--- config.mk ---
export PLATFORM = sky130hd
export DESIGN_NAME = fpu_host_ctrl_flat
export DESIGN_NICKNAME = d
export VERILOG_FILES = /design/src/rtl/fpu_host_ctrl_pkg.sv /design/src/rtl/fpu_host_ctrl_if.sv /design/src/rtl/fpu_host_ctrl_bus_strobe.sv /design/src/rtl/fpu_host_ctrl.sv /design/src/flat_wrapper.sv
export SDC_FILE = /design/constraint.sdc
export NUM_CORES = 1
export LEC_CHECK = 0
export ABC_AREA = 0
export CELL_PAD_IN_SITES_DETAIL_PLACEMENT = 1
export CELL_PAD_IN_SITES_GLOBAL_PLACEMENT = 2
export CORE_MARGIN = 2
export CORE_UTILIZATION = 33
export CTS_CLUSTER_DIAMETER = 100
export DETAILED_ROUTE_END_ITERATION = 7
export PLACE_DENSITY = 0.92
export RECOVER_POWER = 100
export SLEW_MARGIN = 20
export SYNTH_ARGS = -nofsm -noshare
export SYNTH_HDL_FRONTEND = slang
export SYNTH_SLANG_ARGS = --single-unit
--- constraint.sdc ---
create_clock -name clk -period 4.7 [get_ports clk]
set_clock_uncertainty 0.2 [all_clocks]
set_input_delay 0.94 -clock clk [delete_from_list [all_inputs] [get_ports clk]]
set_output_delay 0.94 -clock clk [all_outputs]
set_load 0.02 [all_outputs]
--- src/rtl/fpu_host_ctrl_pkg.sv ---
// Shared definitions for the FPU host controller: register map, FSM states,
// opcodes and the byte-lane helper used to serialise the operand writes.
package pa_fpu;

  localparam logic [5:0] A_ADDR   = 6'h00;
  localparam logic [5:0] B_ADDR   = 6'h04;
  localparam logic [5:0] OP_ADDR  = 6'h08;
  localparam logic [5:0] RES_ADDR = 6'h10;

  localparam logic [31:0] QNAN = 32'h7FC0_0000;

  localparam int unsigned ACK_RETRY_CYCLES = 16;

  localparam logic [7:0] op_add = 8'h01;
  localparam logic [7:0] op_sub = 8'h02;
  localparam logic [7:0] op_mul = 8'h03;
  localparam logic [7:0] op_div = 8'h04;

  typedef enum logic [3:0] {
    IDLE,
    WR_STB,
    WR_GAP,
    WAIT_END,
    RD_STB1,
    RD_STB2,
    RD_GAP,
    ACK,
    ACK_WAIT,
    DONE
  } state_e;

  // Byte index 0..3 -> A, 4..7 -> B (LSB first), 8 -> opcode.
  function automatic logic [7:0] wr_byte(input logic [31:0] a, input logic [31:0] b,
                                         input logic [7:0] op, input logic [3:0] idx);
    logic [7:0] v;
    if (idx[3])      v = op;
    else if (idx[2]) v = b[8*idx[1:0] +: 8];
    else             v = a[8*idx[1:0] +: 8];
    return v;
  endfunction

endpackage

--- src/rtl/fpu_host_ctrl_if.sv ---
// Byte-wide FPU register bus between the host controller (master) and the FPU (slave).
interface fpu_host_ctrl_if;
  logic [5:0] addr;
  logic [7:0] databus_out;
  logic [7:0] databus_in;
  logic       cs;
  logic       rd;
  logic       wr;
  logic       end_ack;
  logic       cmd_end;
  logic       busy;

  modport master (
    output addr, databus_out, cs, rd, wr, end_ack,
    input  databus_in, cmd_end, busy
  );

  modport slave (
    input  addr, databus_out, cs, rd, wr, end_ack,
    output databus_in, cmd_end, busy
  );
endinterface

--- src/rtl/fpu_host_ctrl_bus_strobe.sv ---
// Registered bus strobe generator: decodes the controller's next state so that
// cs/rd/wr/addr/data line up with the state register without combinational glitches.
module fpu_bus_strobe
  import pa_fpu::*;
(
  input  logic       clk,
  input  logic       arst,
  input  state_e     state_d_i,
  input  logic [5:0] addr_d_i,
  input  logic [7:0] wdata_d_i,
  output logic       cs_o,
  output logic       rd_o,
  output logic       wr_o,
  output logic [5:0] addr_o,
  output logic [7:0] dout_o
);

  logic       cs_d, rd_d, wr_d;
  logic [5:0] addr_d;
  logic [7:0] dout_d;
  logic       cs_q, rd_q, wr_q;
  logic [5:0] addr_q;
  logic [7:0] dout_q;

  always_comb begin
    cs_d   = 1'b1;
    rd_d   = 1'b1;
    wr_d   = 1'b1;
    addr_d = '0;
    dout_d = '0;
    unique case (state_d_i)
      WR_STB: begin
        cs_d   = 1'b0;
        wr_d   = 1'b0;
        addr_d = addr_d_i;
        dout_d = wdata_d_i;
      end
      WR_GAP: begin
        addr_d = addr_d_i;
        dout_d = wdata_d_i;
      end
      RD_STB1, RD_STB2: begin
        cs_d   = 1'b0;
        rd_d   = 1'b0;
        addr_d = addr_d_i;
      end
      RD_GAP:  addr_d = addr_d_i;
      default: ;
    endcase
  end

  always_ff @(posedge clk) begin
    if (arst) begin
      cs_q   <= 1'b1;
      rd_q   <= 1'b1;
      wr_q   <= 1'b1;
      addr_q <= '0;
      dout_q <= '0;
    end else begin
      cs_q   <= cs_d;
      rd_q   <= rd_d;
      wr_q   <= wr_d;
      addr_q <= addr_d;
      dout_q <= dout_d;
    end
  end

  assign cs_o   = cs_q;
  assign rd_o   = rd_q;
  assign wr_o   = wr_q;
  assign addr_o = addr_q;
  assign dout_o = dout_q;

endmodule

--- src/rtl/fpu_host_ctrl.sv ---
// Host-side sequencer for a byte-wide FPU: writes A, B and opcode, waits for
// cmd_end (with timeout), reads back the result and completes the end handshake.
module fpu_host_ctrl
  import pa_fpu::*;
#(
  parameter int unsigned TIMEOUT_CYCLES = 4096
) (
  input  logic                   clk,
  input  logic                   arst,
  input  logic                   start,
  input  logic [31:0]            operand_a,
  input  logic [31:0]            operand_b,
  input  logic [7:0]             op,
  output logic                   ready,
  output logic                   done,
  output logic                   timeout,
  output logic [31:0]            result,
  fpu_host_ctrl_if.master        bus
);

  localparam int unsigned TW = $clog2(TIMEOUT_CYCLES + 1);

  state_e        state_q, state_d;
  logic [31:0]   a_q, a_d, b_q, b_d;
  logic [7:0]    op_q, op_d;
  logic [3:0]    idx_q, idx_d;
  logic [TW-1:0] tmo_q, tmo_d;
  logic [3:0]    ack_cnt_q, ack_cnt_d;
  logic          tflag_q, tflag_d;
  logic [31:0]   acc_q, acc_d;
  logic [31:0]   result_q, result_d;
  logic          ready_q, done_q, timeout_q, end_ack_q;
  logic [5:0]    addr_nx;
  logic [7:0]    wdata_nx;

  always_comb begin
    state_d   = state_q;
    a_d       = a_q;
    b_d       = b_q;
    op_d      = op_q;
    idx_d     = idx_q;
    tmo_d     = tmo_q;
    ack_cnt_d = ack_cnt_q;
    tflag_d   = tflag_q;
    acc_d     = acc_q;
    result_d  = result_q;
    unique case (state_q)
      IDLE: if (start && !bus.busy) begin
        a_d     = operand_a;
        b_d     = operand_b;
        op_d    = op;
        idx_d   = '0;
        tflag_d = 1'b0;
        state_d = WR_STB;
      end
      WR_STB: state_d = WR_GAP;
      WR_GAP: if (idx_q == 4'd8) begin
        tmo_d   = TW'(TIMEOUT_CYCLES);
        state_d = WAIT_END;
      end else begin
        idx_d   = idx_q + 4'd1;
        state_d = WR_STB;
      end
      WAIT_END: if (bus.cmd_end) begin
        idx_d   = '0;
        state_d = RD_STB1;
      end else if (tmo_q == '0) begin
        tflag_d = 1'b1;
        acc_d   = QNAN;
        state_d = ACK;
      end else begin
        tmo_d = tmo_q - TW'(1);
      end
      RD_STB1: state_d = RD_STB2;
      RD_STB2: begin
        acc_d[8*idx_q[1:0] +: 8] = bus.databus_in;
        state_d = RD_GAP;
      end
      RD_GAP: if (idx_q == 4'd3) begin
        state_d = ACK;
      end else begin
        idx_d   = idx_q + 4'd1;
        state_d = RD_STB1;
      end
      // ack_cnt counts cycles since the last end_ack pulse, including the pulse itself.
      ACK: begin
        ack_cnt_d = 4'd1;
        state_d   = ACK_WAIT;
      end
      ACK_WAIT: if (!bus.cmd_end) begin
        result_d = acc_q;
        state_d  = DONE;
      end else if (ack_cnt_q == 4'(ACK_RETRY_CYCLES - 1)) begin
        state_d = ACK;
      end else begin
        ack_cnt_d = ack_cnt_q + 4'd1;
      end
      DONE:    state_d = IDLE;
      default: state_d = IDLE;
    endcase
  end

  always_comb begin
    addr_nx  = (state_d inside {RD_STB1, RD_STB2, RD_GAP}) ? RES_ADDR + {2'b00, idx_d}
                                                           : {2'b00, idx_d};
    wdata_nx = wr_byte(a_d, b_d, op_d, idx_d);
  end

  always_ff @(posedge clk) begin
    if (arst) begin
      state_q   <= IDLE;
      a_q       <= '0;
      b_q       <= '0;
      op_q      <= '0;
      idx_q     <= '0;
      tmo_q     <= '0;
      ack_cnt_q <= '0;
      tflag_q   <= 1'b0;
      acc_q     <= '0;
      result_q  <= '0;
      ready_q   <= 1'b1;
      done_q    <= 1'b0;
      timeout_q <= 1'b0;
      end_ack_q <= 1'b0;
    end else begin
      state_q   <= state_d;
      a_q       <= a_d;
      b_q       <= b_d;
      op_q      <= op_d;
      idx_q     <= idx_d;
      tmo_q     <= tmo_d;
      ack_cnt_q <= ack_cnt_d;
      tflag_q   <= tflag_d;
      acc_q     <= acc_d;
      result_q  <= result_d;
      ready_q   <= (state_d == IDLE);
      done_q    <= (state_d == DONE);
      timeout_q <= (state_d == DONE) && tflag_d;
      end_ack_q <= (state_d == ACK);
    end
  end

  fpu_bus_strobe u_strobe (
    .clk       (clk),
    .arst      (arst),
    .state_d_i (state_d),
    .addr_d_i  (addr_nx),
    .wdata_d_i (wdata_nx),
    .cs_o      (bus.cs),
    .rd_o      (bus.rd),
    .wr_o      (bus.wr),
    .addr_o    (bus.addr),
    .dout_o    (bus.databus_out)
  );

  assign bus.end_ack = end_ack_q;
  assign ready       = ready_q;
  assign done        = done_q;
  assign timeout     = timeout_q;
  assign result      = result_q;

endmodule
--- src/flat_wrapper.sv ---
// flat-port wrapper written by rule: the top's interface ports become plain ports
module fpu_host_ctrl_flat import pa_fpu::*;
#(
  parameter int unsigned TIMEOUT_CYCLES = 4096
)
  (clk, arst, start, operand_a, operand_b, op, ready, done, timeout, result, bus_addr, bus_databus_out, bus_cs, bus_rd, bus_wr, bus_end_ack, bus_databus_in, bus_cmd_end, bus_busy);
  fpu_host_ctrl_if bus_i ();
  input  logic clk;
  input  logic arst;
  input  logic start;
  input  logic [31:0] operand_a;
  input  logic [31:0] operand_b;
  input  logic [7:0] op;
  output logic ready;
  output logic done;
  output logic timeout;
  output logic [31:0] result;
  output wire logic [$bits(bus_i.addr)-1:0] bus_addr;
  output wire logic [$bits(bus_i.databus_out)-1:0] bus_databus_out;
  output wire logic [$bits(bus_i.cs)-1:0] bus_cs;
  output wire logic [$bits(bus_i.rd)-1:0] bus_rd;
  output wire logic [$bits(bus_i.wr)-1:0] bus_wr;
  output wire logic [$bits(bus_i.end_ack)-1:0] bus_end_ack;
  input wire logic [$bits(bus_i.databus_in)-1:0] bus_databus_in;
  input wire logic [$bits(bus_i.cmd_end)-1:0] bus_cmd_end;
  input wire logic [$bits(bus_i.busy)-1:0] bus_busy;
  assign bus_addr = bus_i.addr;
  assign bus_databus_out = bus_i.databus_out;
  assign bus_cs = bus_i.cs;
  assign bus_rd = bus_i.rd;
  assign bus_wr = bus_i.wr;
  assign bus_end_ack = bus_i.end_ack;
  assign bus_i.databus_in = bus_databus_in;
  assign bus_i.cmd_end = bus_cmd_end;
  assign bus_i.busy = bus_busy;
  fpu_host_ctrl #(.TIMEOUT_CYCLES(TIMEOUT_CYCLES)) u_core (.clk(clk), .arst(arst), .start(start), .operand_a(operand_a), .operand_b(operand_b), .op(op), .ready(ready), .done(done), .timeout(timeout), .result(result), .bus(bus_i));
endmodule
==> results.toml <==
[run_status]
outcome = "finished with violations"
failed_checks = "capacitance limit, slew limit"

[power_and_ir_drop]
vdd_ir_drop_max_v = 0.000171
total_leakage_power_uw = 0.00347
power_per_cell_area_mw_per_mm2 = 351

[critical_path]
crit_path_start = "bus_cmd_end"
worst_flop_to_flop_path_startpoint = "u_core.idx_q[0]$_SDFF_PP0_"
worstPathArrival_ns = 4.18
setup.worst_path.start_class = "primary input"
critical_path.max_fanout = 26
timing.critical_path.required_ns = 4.84
ff2ff_path_depth = 10
crit_path_end = "u_core.u_strobe.dout_o[3]$_SDFF_PP0_"
cp-end-kind = "flip-flop"
regToRegEndpoint = "u_core.u_strobe.dout_o[1]$_SDFF_PP0_"
regToRegSetupSlack_ns = 0.95
crit_type = "in -> reg"

[logic_synthesis]
mapped_cells = 922
synth-xor-area-share_pct = 1.15
synth_seq_cells = 182
synth_async_sr_flop_share_pct = 0
yosys.area.top_type_share_pct = 47.9
post_synthesis_compound_gate_area_fraction_pct = 21.1
post_synth.cell_area_avg_sq_um = 8.25
synth.yosys.seq_area_share_pct = 47.9
syn_nets = 1013
synthMostInstantiatedCell = "nand2_1"
yosys-top-cells-area = "dfxtp_1 48%, nand2_1 11%, a21oi_1 7.4%"
yosysUniqueCellTypes = 70
ys.flop_type = "dfxtp_1"
yosys.area_share.adder_pct = 0.987
synth_top_family_by_area = "simple AND/OR/NAND/NOR gates"
ys_warn_count = 0
mux_contribution_to_synthesized_area_pct = 1.05
leading_area_contributor_after_synthesis = "dfxtp_1"
synth.top_cells.by_count = "224 x nand2_1, 182 x dfxtp_1, 113 x a21oi_1, 75 x nor2_1, 42 x clkbuf_1"
synthesis.area_sq_mm = 0.00761
synth-simple-area-share_pct = 23.4
edff_count_synth = 0

[global_routing]
antenna_violations_before_repair = 0
grt_pass1_wl_microns = 37000
globalRouteOverflowTotal = 0
first_global_vias = 6897
grt_max_degree = 84
grtUsageTotal_pct = 19.4

[clocking]
ctsRootBufferMaster = "clkbuf_16"
htreeDepth = 4
numCtsBuffers = 17
tritoncts = "yes"
cts.repair.resized = 0
clkTransAtPathRegs_ns = 0.08
post-cts-setup-buffer-count = 0
insertion_delay_of_the_later_clocked_pin_in_the_worst_skew_pair_ns = 0.43
clockBufferDepth = 2
cts_hold_buf = 0
total_number_of_clock_tree_sinks = 182

[route]
drt_wl_total_microns = 22900
avgViaCountPerCell = 5.18
detailedRoute.firstIterationViolations = 385
drt_pass1_iterations = 5
vias = 6860
drcViolationCount = 0
drtAntennaViolNets = 0
route.detailed.wl_per_inst_microns = 17.3

[floorplanning]
die_area_sq_mm = 0.0243
die_width_microns = 156
fp.coreArea_sq_mm = 0.0226
row_count = 55
initial_utilization_pct = 33.6
io_pins = 138
die_h_microns = 156

[timing]
holdWs_ns = 0.252
tns_ns = 0
slew_headroom_pct = -12.4
finalSetupViolCount = 0
drv_slew = 159
shortest_clock_period_the_worst_path_allows_after_layout_ns = 4.04
fmax_mhz = 247
worst_tran_pin_value_ns = 1.69
final_hold_viol_count = 0
rsz0062_at_grt = "false"
final.period_utilization_pct = 86.0

[placement]
detailed_place.area_sq_mm = 0.00916
globalplace.congestion = 0.804
buffers_added_on_ports = 136
place.detailed.hpwl_microns = 16400
placedCellCount = 1292

[cells_and_area]
fraction_of_final_layout_cells_with_drive_strength_greater_than_1_pct = 6.26
antenna_cells_inserted = 0
post-route-util_pct = 43.0
layout.cells.non_filler = 1324
layout-area-overhead-vs-synth_pct = 28.0
post-route-cell-area_sq_mm = 0.00974
layout.filler_cells = 2698
nets = 1117

[min_path]
hold_path_startpoint = "u_core.result[5]$_SDFFE_PP0P_"
worstHoldPathType = "reg -> reg"

[job]
max_cap_viol_count = 2
## report_power, final
part	total, uW	internal, uW	switching (uW)	leakage [uW]
Sequential	1610	1580	30.9	0.00147
Combinational	305	137	169	0.00169
Clock	1500	778	717	0.000303
## metal layers
metal  up-vias  part of all wire [%]  track usage [%]
met5         -                     0                0
met4         0                   1.9             5.16
met3        26                   3.6             3.64
met2       167                    48             31.9
met1      3287                    46             26.1
li1       3380                     -                -
## worst max-delay path: stages
cell	delay (ns)
dlygate4sd3_1	0.72
nand2b_1	0.15
a31oi_1	0.22
o31ai_4	0.33
and2_0	0.47
clkbuf_2	0.54
nand2_1	0.14
a311o_1	0.40
a311oi_2	0.26
## sequential cells by signal, indices dropped and copies added (netlist names), 4 cells and up
signal,cells
u_core.op_q,8
u_core.tmo_q,13
u_core.ack_cnt_q,4
u_core.b_q,32
u_core.acc_q,32
u_core.result,32
u_core.idx_q,4
u_core.state_q,4
u_core.u_strobe.addr_o,5
u_core.a_q,32
u_core.u_strobe.dout_o,8
## how the worst min path moves through the flow
stage | end | cells past startpoint
floorplan | u_core.result[31]$_SDFFE_PP0P_ | 2
global placement | u_core.result[18]$_SDFFE_PP0P_ | 2
detailed placement | u_core.result[14]$_SDFFE_PP0P_ | 2
finish | u_core.result[5]$_SDFFE_PP0P_ | 2
CTS | u_core.result[14]$_SDFFE_PP0P_ | 2
global route | u_core.result[4]$_SDFFE_PP0P_ | 2
## placed cells by master (no fill, tap or decap), types with 9 or more instances in the layout
cell type and n:
a211oi_1 18, a21oi_1 114, a22oi_1 23, and2_1 9, clkbuf_16 17, clkdlybuf4s50_1 81, dfxtp_1 182, dlygate4sd3_1 54
inv_1 12, nand2_1 224, nand3_1 11, nor2_1 74, nor2b_1 9, nor3_1 19, o21ai_0 31
## kinds of logic (layout without fill, tap and decap cells)
kind of cell               count (synthesis)  count (layout)
AOI/OAI and AO/OA                        242             242
buffers and inverters                     77             194
DFF                                      182             182
and+or+nand+nor                          396             396
muxes                                      8               8
adders and majority gates                  6               6
other                                      1               1
xor gates and xnor gates                  10              10
## metrics by stage
step / power, uW / setup slack, ns
after detailed placement: 1960 / 0.671
final: 3420 / 0.657
after global placement: 1950 / 0.721
after CTS: 3450 / 1.08
after floorplan: 1810 / 1.55
after global routing: 3540 / 0.451
## layout make-up
cell class / instances / area, sq um / area share [%]
clock inverter: 15 / 206 / 2.12
multi-input combinational: 663 / 3610 / 37.0
timing repair buffer: 148 / 1450 / 14.9
inverter: 14 / 52.6 / 0.539
sequential: 182 / 3640 / 37.4
tap: 285 / 357 / 3.66
clock buffer: 17 / 425 / 4.37
Power figures use the tool's default switching activity.
